## src/rtl/text_terminal_ctrl.sv

```systemverilog
// -----------------------------------------------------------------------------
// text_terminal_ctrl
//
// Sequencer that sits in front of character_buffer. It turns keyboard events
// into cursor movement and character cell writes: printable echo, Enter,
// Backspace, arrow-key movement and a full-screen clear sweep. It owns the
// cursor position.
//
// Ports
//   clk               clock
//   rst               asynchronous, active-high reset
//   ps2_ascii_vld     one-cycle strobe qualifying ps2_ascii
//   ps2_ascii         ASCII code
//   ps2_scancode_vld  one-cycle strobe qualifying ps2_scancode
//   ps2_scancode      PS/2 set-2 scancode
//   clear_req         one-cycle strobe requesting a screen clear
//   char_write_en     buffer write strobe (one cycle per write)
//   char_hpos/vpos    write column/row
//   char_symbol       write data
//   cursor_hpos/vpos  current cursor column/row
//   busy              high while the clear sweep is running
//
// Handshake: every input event is a single-cycle valid strobe with no ready.
// An event is consumed in the cycle it is presented or it is lost: events
// arriving while busy, and lower-priority events that collide with a
// higher-priority one (clear_req > ascii > scancode), are dropped. The
// write port is fire-and-forget; the buffer must take a write every cycle.
//
// Every output is a register. A write caused by an event is visible in the
// cycle after the event, together with the updated cursor.
// -----------------------------------------------------------------------------
module text_terminal_ctrl #(
   parameter int         CHAR_HORZ_CNT = 16,
   parameter int         CHAR_VERT_CNT = 8,
   parameter int         CHAR_HORZ_W   = $clog2(CHAR_HORZ_CNT),
   parameter int         CHAR_VERT_W   = $clog2(CHAR_VERT_CNT),
   parameter logic [7:0] BLANK_CHAR    = 8'h20
) (
   input  logic                   clk,
   input  logic                   rst,
   input  logic                   ps2_ascii_vld,
   input  logic [7:0]             ps2_ascii,
   input  logic                   ps2_scancode_vld,
   input  logic [7:0]             ps2_scancode,
   input  logic                   clear_req,
   output logic                   char_write_en,
   output logic [CHAR_HORZ_W-1:0] char_hpos,
   output logic [CHAR_VERT_W-1:0] char_vpos,
   output logic [7:0]             char_symbol,
   output logic [CHAR_HORZ_W-1:0] cursor_hpos,
   output logic [CHAR_VERT_W-1:0] cursor_vpos,
   output logic                   busy
);

   // Last valid indices and a width-matched one. Wrapping and saturation use
   // explicit compares against these, so a non-power-of-2 count never yields
   // an out-of-range index.
   localparam logic [CHAR_HORZ_W-1:0] H_MAX = CHAR_HORZ_W'(CHAR_HORZ_CNT - 1);
   localparam logic [CHAR_VERT_W-1:0] V_MAX = CHAR_VERT_W'(CHAR_VERT_CNT - 1);
   localparam logic [CHAR_HORZ_W-1:0] H_ONE = CHAR_HORZ_W'(1);
   localparam logic [CHAR_VERT_W-1:0] V_ONE = CHAR_VERT_W'(1);

   localparam logic [7:0] ASCII_BS    = 8'h08;
   localparam logic [7:0] ASCII_CR    = 8'h0D;
   localparam logic [7:0] ASCII_ESC   = 8'h1B;
   localparam logic [7:0] ASCII_FIRST = 8'h20;
   localparam logic [7:0] ASCII_LAST  = 8'h7E;

   localparam logic [7:0] SC_LEFT  = 8'h6B;
   localparam logic [7:0] SC_RIGHT = 8'h74;
   localparam logic [7:0] SC_UP    = 8'h75;
   localparam logic [7:0] SC_DOWN  = 8'h72;

   typedef enum logic {
      IDLE  = 1'b0,
      CLEAR = 1'b1
   } state_t;

   // state_q is the FSM state register, kept as a named enum so checkers
   // can bind to it directly.
   state_t state_q;
   state_t state_d;

   // Clear sweep position.
   logic [CHAR_HORZ_W-1:0] sweep_h;
   logic [CHAR_VERT_W-1:0] sweep_v;

   // Next values of all registers.
   logic                   wr_en_d;
   logic [CHAR_HORZ_W-1:0] wr_h_d;
   logic [CHAR_VERT_W-1:0] wr_v_d;
   logic [7:0]             wr_sym_d;
   logic [CHAR_HORZ_W-1:0] cur_h_d;
   logic [CHAR_VERT_W-1:0] cur_v_d;
   logic                   busy_d;
   logic [CHAR_HORZ_W-1:0] sweep_h_d;
   logic [CHAR_VERT_W-1:0] sweep_v_d;

   logic start_clear;
   logic sweep_last;
   logic ascii_printable;

   // Column step with wrap to 0.
   function automatic logic [CHAR_HORZ_W-1:0] wrap_inc_h(input logic [CHAR_HORZ_W-1:0] h);
      return (h == H_MAX) ? '0 : h + H_ONE;
   endfunction

   // Row step with wrap to the top row.
   function automatic logic [CHAR_VERT_W-1:0] wrap_inc_v(input logic [CHAR_VERT_W-1:0] v);
      return (v == V_MAX) ? '0 : v + V_ONE;
   endfunction

   // Both clear_req and ESC start a sweep; clear_req wins over any ASCII
   // event, and ESC is itself an ASCII event, so either way lower-priority
   // events in this cycle are dropped.
   assign start_clear = (state_q == IDLE) &&
                        (clear_req || (ps2_ascii_vld && (ps2_ascii == ASCII_ESC)));
   assign sweep_last  = (sweep_h == H_MAX) && (sweep_v == V_MAX);
   assign ascii_printable = (ps2_ascii >= ASCII_FIRST) && (ps2_ascii <= ASCII_LAST);

   // ---------------------------------------------------------------------------
   // State register (plus the registered datapath and outputs)
   // ---------------------------------------------------------------------------
   always_ff @(posedge clk or posedge rst) begin
      if (rst) begin
         state_q       <= IDLE;
         sweep_h       <= '0;
         sweep_v       <= '0;
         char_write_en <= 1'b0;
         char_hpos     <= '0;
         char_vpos     <= '0;
         char_symbol   <= '0;
         cursor_hpos   <= '0;
         cursor_vpos   <= '0;
         busy          <= 1'b0;
      end else begin
         state_q       <= state_d;
         sweep_h       <= sweep_h_d;
         sweep_v       <= sweep_v_d;
         char_write_en <= wr_en_d;
         char_hpos     <= wr_h_d;
         char_vpos     <= wr_v_d;
         char_symbol   <= wr_sym_d;
         cursor_hpos   <= cur_h_d;
         cursor_vpos   <= cur_v_d;
         busy          <= busy_d;
      end
   end

   // ---------------------------------------------------------------------------
   // Next-state logic
   // ---------------------------------------------------------------------------
   always_comb begin
      state_d = state_q;
      case (state_q)
         IDLE:    if (start_clear) state_d = CLEAR;
         CLEAR:   if (sweep_last)  state_d = IDLE;
         default: state_d = IDLE;
      endcase
   end

   // ---------------------------------------------------------------------------
   // Output / datapath logic
   // ---------------------------------------------------------------------------
   always_comb begin
      // Write address and data hold their last value unless a write happens.
      wr_en_d   = 1'b0;
      wr_h_d    = char_hpos;
      wr_v_d    = char_vpos;
      wr_sym_d  = char_symbol;
      cur_h_d   = cursor_hpos;
      cur_v_d   = cursor_vpos;
      busy_d    = busy;
      sweep_h_d = sweep_h;
      sweep_v_d = sweep_v;

      case (state_q)
         IDLE: begin
            if (start_clear) begin
               busy_d    = 1'b1;
               sweep_h_d = '0;
               sweep_v_d = '0;
            end else if (ps2_ascii_vld) begin
               if (ascii_printable) begin
                  // Echo at the old cursor, then advance with wrap.
                  wr_en_d  = 1'b1;
                  wr_h_d   = cursor_hpos;
                  wr_v_d   = cursor_vpos;
                  wr_sym_d = ps2_ascii;
                  cur_h_d  = wrap_inc_h(cursor_hpos);
                  if (cursor_hpos == H_MAX) begin
                     cur_v_d = wrap_inc_v(cursor_vpos);
                  end
               end else if (ps2_ascii == ASCII_CR) begin
                  cur_h_d = '0;
                  cur_v_d = wrap_inc_v(cursor_vpos);
               end else if (ps2_ascii == ASCII_BS) begin
                  // Retreat one cell (stopping at the home cell), then blank
                  // the cell the cursor lands on.
                  if (cursor_hpos != '0) begin
                     cur_h_d = cursor_hpos - H_ONE;
                  end else if (cursor_vpos != '0) begin
                     cur_h_d = H_MAX;
                     cur_v_d = cursor_vpos - V_ONE;
                  end
                  wr_en_d  = 1'b1;
                  wr_h_d   = cur_h_d;
                  wr_v_d   = cur_v_d;
                  wr_sym_d = BLANK_CHAR;
               end
            end else if (ps2_scancode_vld) begin
               // Arrow keys saturate at the screen edges and never write.
               case (ps2_scancode)
                  SC_LEFT:  if (cursor_hpos != '0)    cur_h_d = cursor_hpos - H_ONE;
                  SC_RIGHT: if (cursor_hpos != H_MAX) cur_h_d = cursor_hpos + H_ONE;
                  SC_UP:    if (cursor_vpos != '0)    cur_v_d = cursor_vpos - V_ONE;
                  SC_DOWN:  if (cursor_vpos != V_MAX) cur_v_d = cursor_vpos + V_ONE;
                  default:  ;
               endcase
            end
         end

         CLEAR: begin
            // One blank per cycle in row-major order; the cursor keeps its
            // pre-clear position until the final cell is written.
            wr_en_d  = 1'b1;
            wr_h_d   = sweep_h;
            wr_v_d   = sweep_v;
            wr_sym_d = BLANK_CHAR;
            if (sweep_last) begin
               busy_d    = 1'b0;
               cur_h_d   = '0;
               cur_v_d   = '0;
               sweep_h_d = '0;
               sweep_v_d = '0;
            end else begin
               sweep_h_d = wrap_inc_h(sweep_h);
               if (sweep_h == H_MAX) begin
                  sweep_v_d = sweep_v + V_ONE;
               end
            end
         end

         default: ;
      endcase
   end

endmodule

```

## config.mk

```make
export PLATFORM = sky130hd
export DESIGN_NAME = text_terminal_ctrl
export DESIGN_NICKNAME = d
export VERILOG_FILES = /design/src/rtl/text_terminal_ctrl.sv
export SDC_FILE = /design/constraint.sdc
export NUM_CORES = 1
export LEC_CHECK = 0
export CORE_MARGIN = 2
export CORE_UTILIZATION = 53
export CTS_CLUSTER_DIAMETER = 150
export DETAILED_ROUTE_END_ITERATION = 8
export GPL_ROUTABILITY_DRIVEN = 0
export PLACE_DENSITY = 0.81
export SETUP_SLACK_MARGIN = 0.5
export SYNTH_ARGS = -nofsm -noshare
export SYNTH_HDL_FRONTEND = slang
export SYNTH_SLANG_ARGS = --single-unit
```

## constraint.sdc

```tcl
create_clock -name clk -period 3 [get_ports clk]
set_input_delay 0.6 -clock clk [delete_from_list [all_inputs] [get_ports clk]]
set_output_delay 0.6 -clock clk [all_outputs]
set_load 0.005 [all_outputs]
```

* Yosys cells after proc, flatten, opt, wreduce, memory -nomap -nowiden *
Index checks and enable logic that the tools add are counted.
Widths: inputs -> output; s select.

cells by class
  reduce and logical (&&, ||, !) cells = 12
  magnitude comparators = 2
  multiplexer cells = 64
  add/sub/neg operators = 6
  eq/ne operators = 28
  bitwise gates (word level) = 1

operators with widths
  operator             number
  $mux 4               19
  $mux 3               19
  $mux 8               5
  $eq 8x7->1 const B   4
  $pmux 4 s2           4
  $pmux 3 s2           4
  $eq 8x4->1 const B   2
  $ne 4x4->1 const B   4
  $pmux 8 s2           1
  $reduce_and 7->1     2
  $mux 1               9
  $ne 3x3->1 const B   3
  $add 4x1->4 const B  2
  $eq 4x4->1 const B   2
  $eq 8x5->1 const B   1
  $ge 8x6->1 const B   1
  $le 8x7->1 const B   1
  $ne 4x2->1 const B   2
  $add 3x1->3 const B  2
  $eq 3x3->1 const B   2
  $ne 2x2->1 const B   3
  $pmux 1 s2           3
  $ne 5x3->1 const B   1
  $logic_and 1x1->1    4
  other kinds (12)     13

word-level totals
  input port bits = 21
  register bits = 32
  logic and storage cells = 123
  output and inout port bits = 24

* Depth between registers and ports, before layout *
Gate-level depths: netlist of the first run.

  depth in word-level cells = 9
  gate-level depth with buffers = 8
  depth with buffers taken out = 7

* Worst setup path before layout of the first run *
No wires, ideal clock.

  path type = register -> register
  start = register cursor_hpos[0]
  end = register cursor_hpos[1]
  arrival time = 2.161 ns
  buffers on the path = 0
  cell stages (with the launch flop) = 8
  required time = 2.872 ns
  clock period less this slack = 2.288 ns
  setup time = 0.128 ns
  path slack = 0.712 ns
  cells stage by stage = dfrtp_1 > inv_1 > ha_1 > nor3b_2 > nor4_1 > nor4_1 > or2_1 > mux2_1

between the ends
  word-level cells in the longest chain between the ends = 8
  elaborated cells on any way between the ends = 20
  classes of those cells = add/sub: 2; eq/ne: 4; mux: 12; reduce/logical: 2

ends and longest elaborated chain
  what                                              RTL line       RTL
  from (decl)                                       50             output logic [CHAR_HORZ_W-1:0] cursor_hpos,
  from (signal assigned)                            144            cursor_hpos <= cur_h_d;
  $sub 4x1->4 or $reduce_bool 4->1 (tied branches)  201, 214, 200
  $mux 4                                            200            if (cursor_hpos != '0) begin
  $mux 4                                            197            end else if (ps2_ascii == ASCII_BS) begin
  $mux 4                                            194            end else if (ps2_ascii == ASCII_CR) begin
  $mux 4                                            184            if (ascii_printable) begin
  $mux 4                                            183            end else if (ps2_ascii_vld) begin
  $mux 4                                            179            if (start_clear) begin
  $pmux 4 s2                                        177            case (state_q)

Several ways; a longest one is shown, not always the timed one. The select of a mux whose other input is x is not followed.
A chain may end at the register's enable or synchronous reset.

* Worst setup path after layout of the first run *
  start = input port ps2_ascii[6]
  end = register cursor_hpos[1]

between the ends
  word-level cells in the longest chain between the ends = 6
  elaborated cells on any way between the ends = 17
  classes of those cells = order compare: 2; eq/ne: 5; mux: 5; reduce/logical: 5

ends and longest elaborated chain
  what                                            RTL line  RTL
  from (decl)                                     42        input logic [7:0] ps2_ascii,
  $ge 8x6->1 (tied with other cells)              119       assign ascii_printable = (ps2_ascii >= ASCII_FIRST) && (ps2_ascii <= ASCII_LAST);
  $logic_and 1x1->1 (tied with other cells)       119
  $mux 4 or $logic_or 1x1->1 (tied branches)      184, 117
  $mux 4 or $logic_and 1x1->1 (tied branches)     183, 116
  $mux 4 or $ne 2x2->1 (tied branches)            --
  $pmux 4 s2 or $reduce_and 7->1 (tied branches)  --

Several ways; a longest one is shown, not always the timed one. The select of a mux whose other input is x is not followed.

==> results of run 1 <==
Yosys cell counts, drive strengths merged (4+ instances only):
| cell type | number |
|---|---|
| nor3 | 6 |
| nor2 | 12 |
| and3 | 7 |
| a221o | 4 |
| nand2 | 14 |
| a211oi | 4 |
| mux2i | 5 |
| o21ai | 20 |
| nor2b | 4 |
| a21oi | 9 |
| inv | 14 |
| buf | 5 |
| clkbuf | 8 |
| nand2b | 8 |
| a22o | 7 |
| nor3b | 4 |
| mux2 | 4 |
| dfrtp | 32 |
| ha | 9 |
| nand3 | 6 |
| nor4 | 9 |
state kept, by name, summed over array words and instances, names as in the netlist:
| signal | cells |
|---|---|
| sweep_h | 4 |
| busy | 1 |
| state_q | 1 |
| char_hpos | 4 |
| char_vpos | 3 |
| char_symbol | 8 |
| sweep_v | 3 |
| cursor_vpos | 3 |
| cursor_hpos | 4 |
| char_write_en | 1 |
cell usage in the layout, fill, tap and decap left out, types with 4 or more instances in the layout:
master / n
nand2b_1: 8
mux2i_1: 5
nand3_1: 6
buf_4: 13
nor2b_1: 4
o21ai_0: 18
inv_1: 14
nand2_1: 14
nor4_1: 9
a21oi_1: 8
nor3_1: 6
dfrtp_1: 32
nor2_1: 11
clkbuf_8: 5
and3_1: 5
ha_1: 8
a221o_1: 4
a22o_1: 7
clkdlybuf4s50_1: 44
report_power, final:
| part | switching, uW | total, uW | internal (uW) |
|---|---|---|---|
| combinational | 478 | 1000 | 524 |
| clock | 169 | 415 | 246 |
| sequential | 158 | 715 | 557 |
stage by stage:
stage	cells	setup slack [ns]
2_1_floorplan	255	0.712
4_1_cts	356	0.482
5_1_grt	360	0.464
3_5_place_dp	348	0.138
6_report	360	0.532
3_3_place_gp	348	0.226
cells by family after synthesis:
logic type               after synthesis  synth area share [%]
AO/OA/AOI/OAI                         82                  27.1
XOR/XNOR                               4                  1.48
adder cells (fa/ha/maj)                9                  4.74
buffers and inverters                 27                  5.22
flip-flops                            32                  33.7
multiplexers                           9                  4.00
AND/OR/NAND/NOR                       92                  23.7
path summary, 6_finish.rpt:
kind / startpoint / to / slack, ns
setup / recovery: ps2_ascii[6] / cursor_hpos[1] / 0.53
hold / removal: char_hpos[0] / char_hpos[0] / 0.51
setup reg to reg: cursor_hpos[0] / char_vpos[0] / 0.67
hold reg to reg: char_hpos[0] / char_hpos[0] / 0.51
max in group asynchronous: rst / sweep_v[0] / 2.02
min in group asynchronous: rst / char_symbol[5] / 0.53
cell type report:
| type | instances | area [um^2] |
|---|---|---|
| Timing Repair Buffer | 57 | 538 |
| Clock inverter | 2 | 35.0 |
| Tap cell | 52 | 65.1 |
| Inverter | 14 | 52.6 |
| Multi-Input combinational cell | 197 | 1520 |
| Fill cell | 350 | 1240 |
| Sequential cell | 32 | 801 |
| Clock buffer | 6 | 72.6 |
timing repair:
item,in CTS,in global routing
setup endpoints to repair,2,18
resized for setup,1,15
gates cloned,0,1
setup buffers,0,3
pin swaps,1,3
layer usage:
layer	vias to the layer above	global-route usage, %	share of wire, %
met1	1132	37.0	45
met5	-	0	0
met2	85	42.1	48
met4	0	7.34	1.1
met3	7	3.99	5.3
li1	1092	-	-
==> flow_summary.ini, run 1 <==
[min_path]
min_path_cells = 1
worstHoldPathType = reg -> reg

[logic_synthesis]
synth_seq_area_share_pct = 33.7
yosys-top-cells-area = dfrtp_1 (34%), ha_1 (4.7%), o21ai_0 (4.0%), a22o_1 (2.6%), nor4_1 (2.4%)
yosysTopAreaCell = dfrtp_1
synth.cell_area_mm2 = 0.00237
synth-seq-cells = 32
synthDistinctLibCells = 66
yosysWarnings = 0
synth.top_cell.area_share_pct = 33.7
synthArstFlopShare_pct = 100
synth_edf_count = 0
syn_nets = 285
syn_area_per_cell_um2 = 9.31
ys.flop_type = dfrtp_1
syn_inst = 255

[setup_path]
cp.required_ns = 3.18
slowest_stage = clkdlybuf4s50_1
cpPeakStageDelay_ns = 0.61
path_max_fanout = 9
reg2regPathDepth = 7
worstSetupPathDepth = 6
crit_path_end_kind = flip-flop
cp_data_arrival_time_ns = 2.64
critical_path_class = in -> reg
crit_chain = clkdlybuf4s50_1 > and4_2 > a21oi_4 > o311ai_4 > or2_1 > mux2_1
cp_num_buf_inv = 1
path_delay_family = buffers and inverters
cp-start-kind = input pin

[run]
cap_violations = 0

[layout]
drive_gt1_share_pct = 14.6
layout.nets = 337
fin_util_pct = 71.4
final_area_mm2 = 0.00309
diodes = 0
syn2layout_area_growth_pct = 29.9

[clock_tree]
cts_tree = built
postCtsHoldBufs = 0
htree_levels = 2
clk_pin_slew_worst_paths_ns = 0.08
clock-sinks = 32
cts_buffer_depth = 2
clock_latency_ns = 0.29
numCtsBuffers = 5
cts_root_buf = clkbuf_8

[drt]
drc_errors = 0
wire_per_inst_um = 17.6
routed_via_density = 6.43
vias = 2316
drt-total-wl_mm = 6.35
dr.pass1.iters = 4
drtIter0Drc = 236
antenna_left = 0

[floorplanning]
core_mm2 = 0.00432
die-area_mm2 = 0.00503
io_pins = 45
die_w_um = 70.9
fp.dieH_um = 70.9
placementRows = 24
floorplan.initialDensity_pct = 54.9

[timing]
worstMarginPinSlew_ns = 0.725
fin_crit_sh_pct = 82.3
rsz0062_at_grt = true
relSlewSlack_pct = 51.3
setup_viol = 0
max_freq_mhz = 405
hold_viol_final = 0
maxSlewViolCount = 0
whs_ns = 0.509
final.min_clock_period_ns = 2.47
fin_tns_setup_ns = 0
skew_ns = 0.0105

[pwr]
p_leak_uw = 0.00129
p_total_uw = 2130
irDropWorstVdd_v = 0.000304
powerDensity_mw_per_mm2 = 691

[grt]
antenna_found_initial = 0
grt_usage_pct = 26.2
grt_max_degree = 29
grt_first_pass_wirelength_mm = 10.7
first_global_vias = 2202
grt_overflow = 0

[placed_design]
dpl_cell_area_mm2 = 0.00288
hpwl_mm = 4.61
port_buffers = 44

[run_status]
status = finished, final reports clean
Note: power is estimated with default switching activity, not from simulation.
==> run 2, diff against run 1 <==
--- a/config.mk
+++ b/config.mk
@@ -6,11 +6,11 @@
 export NUM_CORES = 1
 export LEC_CHECK = 0
 export CORE_MARGIN = 2
-export CORE_UTILIZATION = 53
+export CORE_UTILIZATION = 47
 export CTS_CLUSTER_DIAMETER = 150
 export DETAILED_ROUTE_END_ITERATION = 8
 export GPL_ROUTABILITY_DRIVEN = 0
-export PLACE_DENSITY = 0.81
+export PLACE_DENSITY = 0.76
 export SETUP_SLACK_MARGIN = 0.5
 export SYNTH_ARGS = -nofsm -noshare
 export SYNTH_HDL_FRONTEND = slang
==> constraint.sdc (replaced) <==
create_clock -name clk -period 2.2 [get_ports clk]
set_input_delay 0.44 -clock clk [delete_from_list [all_inputs] [get_ports clk]]
set_output_delay 0.44 -clock clk [all_outputs]
set_load 0.005 [all_outputs]
==> flow_summary.ini, run 2 (synthesis gave the netlist of run 1 again) <==
[run_status]
status = complete, but fails checks
violations = negative setup slack

[grt]
first_global_vias = 2813
grt_overflow = 0
grt_first_pass_wirelength_mm = 13.4
grt_usage_pct = 31.8
grt_max_degree = 22
antenna_found_initial = 0

[clock_tree]
cts_root_buf = clkbuf_8
htree_levels = 2
clk_pin_slew_worst_paths_ns = 0.08
cts_buffer_depth = 2
clock_latency_ns = 0.30
numCtsBuffers = 5
clock-sinks = 32
cts_tree = built

[timing]
fin_tns_setup_ns = -0.0470
skew_ns = 0.0110
hold_viol_final = 0
whs_ns = 0.474
rsz0062_at_grt = true
final.min_clock_period_ns = 2.23
max_freq_mhz = 449
worstMarginPinSlew_ns = 0.513
fin_crit_sh_pct = 101
relSlewSlack_pct = 65.7
maxSlewViolCount = 0
worst_slack_ns = -0.0266
setup_viol = 2

[pwr]
comb_power_share_pct = 58.7
switching_power_uw = 1560
internal_power_uw = 2260
irDropWorstVdd_v = 0.000673
p_total_uw = 3820
powerDensity_mw_per_mm2 = 921
swShare_pct = 40.8
p_leak_uw = 0.00178
p_seq_share_pct = 25.7
clock_power_share_pct = 15.6

[placed_design]
pre_cts_slack_ns = -0.373
hpwl_mm = 5.35
port_buffers = 44

[setup_path]
path_max_fanout = 5
cpPeakStageDelay_ns = 0.46
crit_chain = inv_2 > ha_4 > nor3b_4 > nor4_2 > nor4_1 > buf_4 > buf_4 > buf_6 > o21ai_0 > o21ai_1
reg2reg_from = cursor_hpos[1]
cp-start-kind = flip-flop
regToRegSetupSlack_ns = -0.03
path_delay_family = simple AND/OR/NAND/NOR gates
cp_num_buf_inv = 4
slowest_stage = dfrtp_2
crit_path_end_kind = flip-flop
reg2regPathDepth = 10
cpMostUsedCell = buf_4
cp.required_ns = 2.40
worst_r2r_endpoint = cursor_hpos[0]
critical_path_class = reg -> reg
cp_data_arrival_time_ns = 2.42

[drt]
vias = 3022
drt-total-wl_mm = 10.5
dr.pass1.iters = 5
wire_per_inst_um = 23.4
routed_via_density = 6.73
drc_errors = 0
drtIter0Drc = 463
antenna_left = 0

[floorplanning]
fp.dieH_um = 75.1
core_mm2 = 0.00479
die-area_mm2 = 0.00564
io_pins = 45
die_w_um = 75.1
floorplan.initialDensity_pct = 49.6
placementRows = 25

[layout]
seqCellArea_um2 = 810
syn2layout_area_growth_pct = 74.5
top_register = char_symbol
largest_reg_flops = 8
most-common-layout-cells = buf_4 (66), dfrtp_1 (25), clkdlybuf4s50_1 (20), buf_6 (19), dlygate4sd2_1 (16)
multiInputGateArea_mm2 = 0.00192
fillCellCount = 226
layout.nets = 411
mostFrequentLayoutCell = buf_4
diodes = 0
drive_gt1_share_pct = 47.6

[min_path]
worstHoldPathType = in -> async

[run]
cap_violations = 0
==> run 2: cell type report <==
cell class | instances | area share (%)
Timing Repair Buffer | 131 | 28.2
Tap cell | 67 | 2.02
Multi-Input combinational cell | 197 | 46.2
Clock inverter | 2 | 0.845
Clock buffer | 6 | 1.75
Sequential cell | 32 | 19.5
Inverter | 14 | 1.42
==> run 2: stage by stage <==
stage | instances | utilization (%) | area, um^2
floorplan | 255 | - | 2460
global placement | 404 | 69.4 | 3320
detailed placement | 404 | 69.4 | 3320
CTS | 440 | 81.0 | 3880
global route | 449 | 86.6 | 4140
finish | 449 | 86.6 | 4140
==> run 2: worst max-delay path by stage <==
stage	start	endpoint	slack, ns	cells after the start
after floorplan	cursor_hpos[0]	cursor_hpos[1]	0.09	7
after global placement	ps2_ascii[5]	cursor_hpos[1]	-0.30	7
after detailed placement	ps2_ascii[5]	char_symbol[2]	-0.37	6
after CTS	cursor_hpos[0]	cursor_hpos[1]	0.27	7
after global routing	cursor_hpos[1]	cursor_hpos[0]	-0.04	10
final	cursor_hpos[1]	cursor_hpos[0]	-0.03	10
==> run 2: power by group through the flow <==
stage | clock network, uW | logic (uW) | registers (uW)
2_1_floorplan | 0 | 939 | 911
3_3_place_gp | 0 | 1510 | 938
3_5_place_dp | 0 | 1540 | 946
4_1_cts | 576 | 1850 | 936
5_1_grt | 607 | 2340 | 992
6_report | 595 | 2240 | 982
==> run 2: timing repair <==
action / 4_1_cts / 5_1_grt
setup buffers: 27 / 9
gates cloned: 1 / 0
pin swaps: 28 / 23
hold buffers: 0 / 0
hold endpoints to repair: 0 / 0
setup endpoints to repair: 37 / 30
resized for setup: 104 / 49
==> run 2: per-layer routing <==
layer	up-vias	GRT usage (%)	part of all wire [%]
met5	-	0	0
met4	0	16.5	6.1
met3	75	6.29	8.7
met2	264	55.1	48
met1	1434	37.0	37
li1	1249	-	-
==> run 3, diff against run 2 <==
--- a/config.mk
+++ b/config.mk
@@ -8,6 +8,7 @@
 export CORE_MARGIN = 2
 export CORE_UTILIZATION = 47
 export CTS_CLUSTER_DIAMETER = 150
+export CTS_CLUSTER_SIZE = 16
 export DETAILED_ROUTE_END_ITERATION = 8
 export GPL_ROUTABILITY_DRIVEN = 0
 export PLACE_DENSITY = 0.76
==> results of run 3 <==
Final layout, timing and power as in run 2 (identical DEF).
